`config.mk`:
```
export PLATFORM = sky130hd
export DESIGN_NAME = handshake_responder_flat
export DESIGN_NICKNAME = d
export VERILOG_FILES = /design/src/rtl/handshake_responder_pkg.sv /design/src/rtl/handshake_responder_if.sv /design/src/rtl/handshake_responder_toggle_sync.sv /design/src/rtl/handshake_responder.sv /design/src/flat_wrapper.sv
export SDC_FILE = /design/constraint.sdc
export NUM_CORES = 1
export LEC_CHECK = 0
export ABC_CLOCK_PERIOD_IN_PS = 5100
export BUFFER_PORTS_ARGS = -buffer_cell sky130_fd_sc_hd__buf_2
export CORE_ASPECT_RATIO = 0.75
export CORE_MARGIN = 5
export CORE_UTILIZATION = 50
export CTS_CLUSTER_DIAMETER = 150
export DETAILED_ROUTE_END_ITERATION = 12
export PLACE_DENSITY = 0.95
export SLEW_MARGIN = 20
export SYNTH_ARGS = -nofsm -noshare
export SYNTH_HDL_FRONTEND = slang
export SYNTH_SLANG_ARGS = --single-unit
export TNS_END_PERCENT = 10
```
`constraint.sdc`:
```
create_clock -name clk -period 5.1 [get_ports clk]
set_input_delay 1.02 -clock clk [delete_from_list [all_inputs] [get_ports clk]]
set_output_delay 1.02 -clock clk [all_outputs]
set_load 0.02 [all_outputs]
```
`src/rtl/handshake_responder_pkg.sv`:
```
// +----------------------------------------------------------------------+
// | handshake_responder_pkg                                              |
// | Shared state encoding and constants for the toggle-handshake block.  |
// | Revision: 1.0                                                        |
// +----------------------------------------------------------------------+
`default_nettype none
`timescale 1ns/100ps

package handshake_responder_pkg;

    localparam int SYNC_STAGES = 2;
    localparam int COUNT_WIDTH = 16;

    typedef enum logic [1:0] {
        IDLE    = 2'd0,
        PRESENT = 2'd1,
        ACK     = 2'd2
    } state_e;

endpackage

`default_nettype wire

```
`src/rtl/handshake_responder_if.sv`:
```
// +----------------------------------------------------------------------+
// | handshake_responder_if                                               |
// | Toggle request/ack, downstream valid/ready and status bundle.        |
// | Revision: 1.0                                                        |
// +----------------------------------------------------------------------+
`default_nettype none
`timescale 1ns/100ps

interface handshake_responder_if
    import handshake_responder_pkg::*;
#(
    parameter int DATA_WIDTH = 32
) ();

    logic                   reqToggle;
    logic [DATA_WIDTH-1:0]  reqData;
    logic                   ackToggle;
    logic [DATA_WIDTH-1:0]  outData;
    logic                   outValid;
    logic                   outReady;
    logic [COUNT_WIDTH-1:0] transferCount;
    logic                   protocolError;
    // Maintenance preload of the transfer counter; tie countLoad low in normal use.
    logic                   countLoad;
    logic [COUNT_WIDTH-1:0] countLoadValue;

    modport master (
        output reqToggle,
        output reqData,
        input  ackToggle,
        input  outData,
        input  outValid,
        output outReady,
        input  transferCount,
        input  protocolError,
        output countLoad,
        output countLoadValue
    );

    modport slave (
        input  reqToggle,
        input  reqData,
        output ackToggle,
        output outData,
        output outValid,
        input  outReady,
        output transferCount,
        output protocolError,
        input  countLoad,
        input  countLoadValue
    );

endinterface

`default_nettype wire

```
`src/rtl/handshake_responder_toggle_sync.sv`:
```
// +----------------------------------------------------------------------+
// | toggle_sync                                                          |
// | Unreset multi-stage synchronizer for a toggle crossing clock domains.|
// | Revision: 1.0                                                        |
// +----------------------------------------------------------------------+
`default_nettype none
`timescale 1ns/100ps

module toggle_sync
    import handshake_responder_pkg::*;
#(
    parameter int STAGES = SYNC_STAGES
) (
    input  logic clk,
    input  logic async_in,
    output logic sync_out
);

    // Stage 0 is the metastable capture flop, the last stage is the clean output.
    (* ASYNC_REG = "TRUE" *) logic [STAGES-1:0] sync_q;
    logic [STAGES-1:0] sync_d;

    always_comb begin
        sync_d = {sync_q[STAGES-2:0], async_in};
    end

    always_ff @(posedge clk) begin
        sync_q <= sync_d;
    end

    assign sync_out = sync_q[STAGES-1];

endmodule

`default_nettype wire

```
`src/rtl/handshake_responder.sv`:
```
// +----------------------------------------------------------------------+
// | handshake_responder                                                  |
// | Receives toggle-handshake words from a foreign clock domain and      |
// | presents them on a valid/ready port, acking once each is accepted.   |
// | Revision: 1.0                                                        |
// +----------------------------------------------------------------------+
`default_nettype none
`timescale 1ns/100ps

module handshake_responder
    import handshake_responder_pkg::*;
#(
    parameter int DATA_WIDTH = 32
) (
    input  logic                 clk,
    input  logic                 reset,
    handshake_responder_if.slave bus
);

    localparam logic [1:0] S_IDLE    = IDLE;
    localparam logic [1:0] S_PRESENT = PRESENT;
    localparam logic [1:0] S_ACK     = ACK;

    logic                   req_sync;
    logic                   req_sync_dly_q;
    logic                   req_edge;
    logic                   accept;

    logic [1:0]             state_q,          state_d;
    logic [DATA_WIDTH-1:0]  out_data_q,       out_data_d;
    logic                   out_valid_q,      out_valid_d;
    logic                   ack_toggle_q,     ack_toggle_d;
    logic                   protocol_error_q, protocol_error_d;
    logic [COUNT_WIDTH-1:0] transfer_count_q, transfer_count_d;

    toggle_sync #(
        .STAGES   (SYNC_STAGES)
    ) u_req_sync (
        .clk      (clk),
        .async_in (bus.reqToggle),
        .sync_out (req_sync)
    );

    always_comb begin
        req_edge         = (req_sync != req_sync_dly_q);
        accept           = out_valid_q && bus.outReady;
        state_d          = state_q;
        out_data_d       = out_data_q;
        out_valid_d      = out_valid_q;
        ack_toggle_d     = ack_toggle_q;
        protocol_error_d = protocol_error_q;
        transfer_count_d = transfer_count_q;

        case (state_q)
            S_IDLE: begin
                // reqData is quiet here: the sender holds it until our ack toggles.
                if (req_edge) begin
                    out_data_d  = bus.reqData;
                    out_valid_d = 1'b1;
                    state_d     = S_PRESENT;
                end
            end
            S_PRESENT: begin
                if (accept) begin
                    out_valid_d      = 1'b0;
                    transfer_count_d = transfer_count_q + COUNT_WIDTH'(1);
                    state_d          = S_ACK;
                end
                if (req_edge) begin
                    protocol_error_d = 1'b1;
                end
            end
            S_ACK: begin
                ack_toggle_d = ~ack_toggle_q;
                state_d      = S_IDLE;
                if (req_edge) begin
                    protocol_error_d = 1'b1;
                end
            end
            default: begin
                state_d = S_IDLE;
            end
        endcase

        if (bus.countLoad) begin
            transfer_count_d = bus.countLoadValue;
        end
    end

    always_ff @(posedge clk) begin
        req_sync_dly_q <= req_sync;
        if (reset) begin
            state_q          <= S_IDLE;
            out_data_q       <= '0;
            out_valid_q      <= 1'b0;
            protocol_error_q <= 1'b0;
            transfer_count_q <= '0;
            // Mirroring the request retires anything pending and avoids a false edge.
            ack_toggle_q     <= req_sync;
        end else begin
            state_q          <= state_d;
            out_data_q       <= out_data_d;
            out_valid_q      <= out_valid_d;
            protocol_error_q <= protocol_error_d;
            transfer_count_q <= transfer_count_d;
            ack_toggle_q     <= ack_toggle_d;
        end
    end

    assign bus.ackToggle     = ack_toggle_q;
    assign bus.outData       = out_data_q;
    assign bus.outValid      = out_valid_q;
    assign bus.transferCount = transfer_count_q;
    assign bus.protocolError = protocol_error_q;

endmodule

`default_nettype wire

```
`src/flat_wrapper.sv`:
```
// flat-port wrapper written by rule: the top's interface ports become plain ports
module handshake_responder_flat import handshake_responder_pkg::*;
#(
    parameter int DATA_WIDTH = 32
)
  (clk, reset, bus_reqToggle, bus_reqData, bus_ackToggle, bus_outData, bus_outValid, bus_outReady, bus_transferCount, bus_protocolError, bus_countLoad, bus_countLoadValue);
  handshake_responder_if #(.DATA_WIDTH(DATA_WIDTH)) bus_i ();
  input  logic clk;
  input  logic reset;
  input wire logic [$bits(bus_i.reqToggle)-1:0] bus_reqToggle;
  input wire logic [$bits(bus_i.reqData)-1:0] bus_reqData;
  output wire logic [$bits(bus_i.ackToggle)-1:0] bus_ackToggle;
  output wire logic [$bits(bus_i.outData)-1:0] bus_outData;
  output wire logic [$bits(bus_i.outValid)-1:0] bus_outValid;
  input wire logic [$bits(bus_i.outReady)-1:0] bus_outReady;
  output wire logic [$bits(bus_i.transferCount)-1:0] bus_transferCount;
  output wire logic [$bits(bus_i.protocolError)-1:0] bus_protocolError;
  input wire logic [$bits(bus_i.countLoad)-1:0] bus_countLoad;
  input wire logic [$bits(bus_i.countLoadValue)-1:0] bus_countLoadValue;
  assign bus_i.reqToggle = bus_reqToggle;
  assign bus_i.reqData = bus_reqData;
  assign bus_ackToggle = bus_i.ackToggle;
  assign bus_outData = bus_i.outData;
  assign bus_outValid = bus_i.outValid;
  assign bus_i.outReady = bus_outReady;
  assign bus_transferCount = bus_i.transferCount;
  assign bus_protocolError = bus_i.protocolError;
  assign bus_i.countLoad = bus_countLoad;
  assign bus_i.countLoadValue = bus_countLoadValue;
  handshake_responder #(.DATA_WIDTH(DATA_WIDTH)) u_core (.clk(clk), .reset(reset), .bus(bus_i));
endmodule
```
# Word level (Yosys, flattened, before mapping)
# Index checks and enable logic that the tools add are counted.
# totals
ff_bits	56
inputBits	53
output_inout_bits	51
# op_classes
n_addsub	1
eq_ne	5
mux	11
bitwise	1
n_reduce_logical	12
# ops
cell	count
$mux 16	3
$add 16x1->16 const B	1
$reduce_and 2->1	4
$reduce_bool 2->1	4
$mux 1	4
$mux 2	2
$ne 2x1->1 const B	2
$pmux 2 s2	1
$reduce_and 3->1	1
$eq 2x1->1 const B	1
$eq 2x2->1 const B	1
$logic_not 2->1	1
$pmux 1 s2	1
$reduce_or 2->1	1
$logic_and 1x1->1	1
$ne 1x1->1	1
$not 1->1	1

# Logic depth before layout (Yosys ltp)
# logic_depth
ltp_word	4
mapped_depth	7

# Cells and area by module
# A second synthesis with hierarchy kept.
# unflattened
hier_cells	285
hier_area_um2	2364.8
# modules_own_cells
mod	n_inst	cells_each	area_each_um2	seq_area_each_um2
handshake_responder	1	283	2324.7	1091.0
toggle_sync	1	2	40.0	40.0

# Worst setup path before layout
# OpenSTA, ideal clock, no wires.
# synth_timing
path_kind	input -> register
startpoint	in bus_outReady
endpoint	reg u_core.transfer_count_q[11], in the netlist u_core.bus.transferCount[11]
setup_ns	0.091
arrival_time_ns	2.260
required_ns	5.009
slack_ns	2.749
stages	5
path_cell_list	nand3_1 -> or4_1 -> buf_2 -> or3_1 -> a311oi_1
# synth_via
elab_chain_cells	3
# synth_lines
element	line_no	source
start, declared	flat_wrapper.sv:15	input wire logic [$bits(bus_i.outReady)-1:0] bus_outReady;
$logic_and 1x1->1	handshake_responder.sv:46	accept = out_valid_q && bus.outReady;
$reduce_bool 2->1 (no line)	--	
$reduce_and 2->1 (no line)	--	
end signal, assigned	handshake_responder.sv:105	transfer_count_q <= transfer_count_d;
end, declared	handshake_responder.sv:34	logic [COUNT_WIDTH-1:0] transfer_count_q, transfer_count_d;
# No other way between the ends.
# A chain may end at the register's enable or synchronous reset.

# Worst setup path in the final report
# layout_timing
startpoint	in bus_outReady
endpoint	reg u_core.transfer_count_q[13], in the netlist u_core.bus.transferCount[13]
# The elaborated chain is that of the path after synthesis.

==> run summary <==
The total nets after synthesis is 338, and the final routed DRC violation total is 0. CTS placed an instance of clkbuf_8 at the clock tree root. After synthesis, the cell types taking the most area are dfxtp_1, nand2_1, a21oi_1. The floorplan step defined a core boundary enclosing 4410 µm². The clock buffer count from CTS is 5, and the final worst slack is 2.79 ns. The fraction of final layout cells with drive strength greater than 1 is 0.310.

The path with the worst hold slack has its endpoint at u_core.u_req_sync.sync_q[1]$_DFF_P_. For the number of global-route vias before repair, the log shows 2053. The post-CTS setup-driven buffer insertion count was 0; the required time reported for the critical path endpoint was 5.29 ns. The tool flagged a number of max-cap violations equal to 0. The leading area contributor after synthesis was dfxtp_1.

The tools report the quantity of gates resized following cts as 0. The total power is 0.948 mW. Part of the cycle the worst path needs: 0.454. The mapped netlist covers 2270 µm².

The global-route track usage on met2 was 0.312. The overall via count from detail_route was 2226. The area share of the largest cell type after synthesis came out at 0.485.

In this run the mean area of a mapped cell was 8.08 µm². The worst hold path depth came out at 0. For the final-report hold violation count, the log shows 0.

The H-tree was split into 2 levels. The logs give 1.30 nW for the static power due to leakage and 0.244 for the met1 track demand over resource. The power per standard cell area is 329 nW/µm², and the final number of max-transition violations is 0. The initial antenna violation count was 0.

The count of cells in the finished layout, fillers not included, comes to 431. Row generation in the floorplan step produced 21 rows. During placement, the flow inserted port buffers numbering 103. The number of antenna diodes in the final layout is 0. The initial cell density of the core was 0.514. Across the VDD grid, the largest voltage drop is 0.218 mV. Setup repair after global routing left no endpoint under its margin. The die covers 6000 µm².

The reg-to-reg setup timing slack is 2.96 ns. Chip height: 68.4 µm. For the final database, setup skew stands at 0.00370 ns. The first global-routing pass estimated 8.94 mm of wire. The tightest min-delay check is of the flop to flop type. In this run the count of I/O pins placed on the die edge is 104.

The tools report the number of instances in the synthesized netlist as 281. The netlist uses 31 different library cells. The iteration-0 DRC count of the detailed router was 95. The data arrival time at the worst-slack endpoint was 2.51 ns. The mean routed wirelength per cell was 13.0 µm. In the final timing run, aggregate negative setup slack is 0 ns. Yosys printed 0 warnings. At the pin with the least slew margin, the transition time is 0.921 ns.

The first TritonRoute pass finished after 4 iterations. Once placement finished, the instance area stood at 2790 µm². In this run the critical register-to-register path is captured at u_core.bus.transferCount[13]$_SDFFE_PP0P_. The clock sink count was 56.

TritonCTS built the clock tree. The area added between synthesis and finish is 27.0%, and the final instance area is 2880 µm². Type of origin of the critical path: an input pin.

The pin count of the biggest net entering global routing is 53. The run gives 0.386 as the headroom to the max-slew limit. In this run the worst path has a maximum fanout of 7.

The clock reaches the later pin of the worst-skew pair after 0.29 ns. Hold path startpoint: u_core.u_req_sync.sync_q[0]$_DFF_P_. The library cells used most frequently in the layout, excluding fill and tap cells, are buf_2, nand2_1, dfxtp_1.

The final net count is 430. The final critical path time including I/O delays and setup was 2.31 ns. The sequential-to-total area share from yosys stat is 0.498.

The sort of element at the end of the critical path is a flop. The count of state elements after synthesis was 56. The detail route stage leaves a number of antenna-violating nets equal to 0.

The number of setup violations in the final report came out at 0. Dividing the detail-routed via count by the number of cells gives 5.16. Leaving out fill and tap cells, the most frequent cell in the layout is buf_2. The logs give 0 for the sum of overflow across all layers after global routing and 0.185 for the total global routing track utilization. The global routing stage identified its most utilized layer as met2. OpenSTA, run right after detailed placement, puts the worst setup slack at 2.50 ns. Routability-driven placement finished with a final weighted congestion of 0.810. For the total half-perimeter wirelength after legalization and detailed placement, the log shows 4.04 mm. The critical path is of the input pin to flop type. For the final wirelength, the log shows 5.58 mm. The maximum number of buffers from clock root to sink was 2; the number of fill cells in the layout was 401. Clock-pin slew was measured on the worst setup and hold paths at 0.09 ns. The startpoint identified for the worst register-to-register timing path is u_core.state_q[1]$_SDFFE_PP0P_. On the final layout, the worst hold slack is 0.337 ns. The tools report the routing usage on met3 as 0.0445.

The peak clock frequency supported by timing is 0.432 GHz. The floorplan step set the die width to 87.8 µm. Including well taps, the total number of placed cells is 423. The end-of-flow core utilization is 0.653, and the number of cells traversed by the worst register-to-register path is 6. The run finished with clean final reports. Buffers inserted to repair hold after CTS numbered 0.
-- power breakdown --
group	total, mW	switching (mW)	internal [mW]
combinational	0.208	0.135	0.0739
sequential	0.506	0.0281	0.478
clock	0.234	0.123	0.111
total	0.948	0.286	0.662
-- logic make-up (layout without fill, tap and decap cells) --
kind of cell / after synthesis / in the layout / synth area share
compound gates: 65 / 65 / 0.169
flops: 56 / 56 / 0.498
xor+xnor: 9 / 9 / 0.0347
fa+ha+maj: 4 / 4 / 0.0221
simple gates: 123 / 123 / 0.236
buf+inv: 24 / 117 / 0.0402
-- critical path, cell delays in order --
cell and delay, ns:
buf_2 0.11, nand3_1 0.10, or4_1 0.62, or3_1 0.39, a311oi_1 0.27
-- how the worst max path moves through the flow --
stage               slack (ns)  cells after the start                                        end         start
floorplan                 2.75                      5  u_core.bus.transferCount[11]$_SDFFE_PP0P_  bus_outReady
global placement          2.59                      5  u_core.bus.transferCount[13]$_SDFFE_PP0P_  bus_outReady
detailed placement        2.50                      5  u_core.bus.transferCount[13]$_SDFFE_PP0P_  bus_outReady
CTS                       2.80                      5  u_core.bus.transferCount[13]$_SDFFE_PP0P_  bus_outReady
global route              2.64                      5  u_core.bus.transferCount[12]$_SDFFE_PP0P_  bus_outReady
finish                    2.79                      5  u_core.bus.transferCount[13]$_SDFFE_PP0P_  bus_outReady
-- state kept, by name, summed over array words and instances, names as in the netlist --
| register | cells |
|---|---|
| u_core.bus.outData | 32 |
| u_core.req_sync_dly_q | 1 |
| u_core.bus.transferCount | 16 |
| u_core.bus.outValid | 1 |
| u_core.state_q | 2 |
| u_core.bus.protocolError | 1 |
| u_core.u_req_sync.sync_q | 2 |
| u_core.bus.ackToggle | 1 |
-- cell usage after synthesis --
cell       instances
nor4_1             3
nand4_1            6
or4_1              3
or3_2              1
and3_1             1
a2111oi_0          1
xor2_1             3
or2_2              2
a211oi_1           6
clkbuf_1          17
xnor2_1            6
nor2b_1            1
o211a_1            1
nand2_2            1
nand2_1           77
nor3_1             2
nand3_1            4
a21oi_1           39
dfxtp_1           55
and2_1             2
ha_1               4
edfxtp_1           1
and3_2             1
o21bai_1           1
nor2_1            16
buf_2              1
a311oi_1           7
inv_1              6
or3_1              3
o31ai_1            2
o21ai_0            8
-- routing by layer --
metal,wire (µm),part of all wire
met1,2480,0.44
met2,2570,0.46
met3,487,0.087
met4,47,0.0084
met5,0,0
-- final cells by class --
| type | count | area, µm² | share of cell area |
|---|---|---|---|
| inverters | 6 | 22.5 | 0.00782 |
| repair buffers | 103 | 515 | 0.179 |
| multi-input cells | 201 | 1050 | 0.365 |
| flip-flops and latches | 56 | 1130 | 0.393 |
| well taps | 57 | 71.3 | 0.0248 |
| clock buffers | 8 | 90.1 | 0.0313 |
Power figures use the tool's default switching activity.
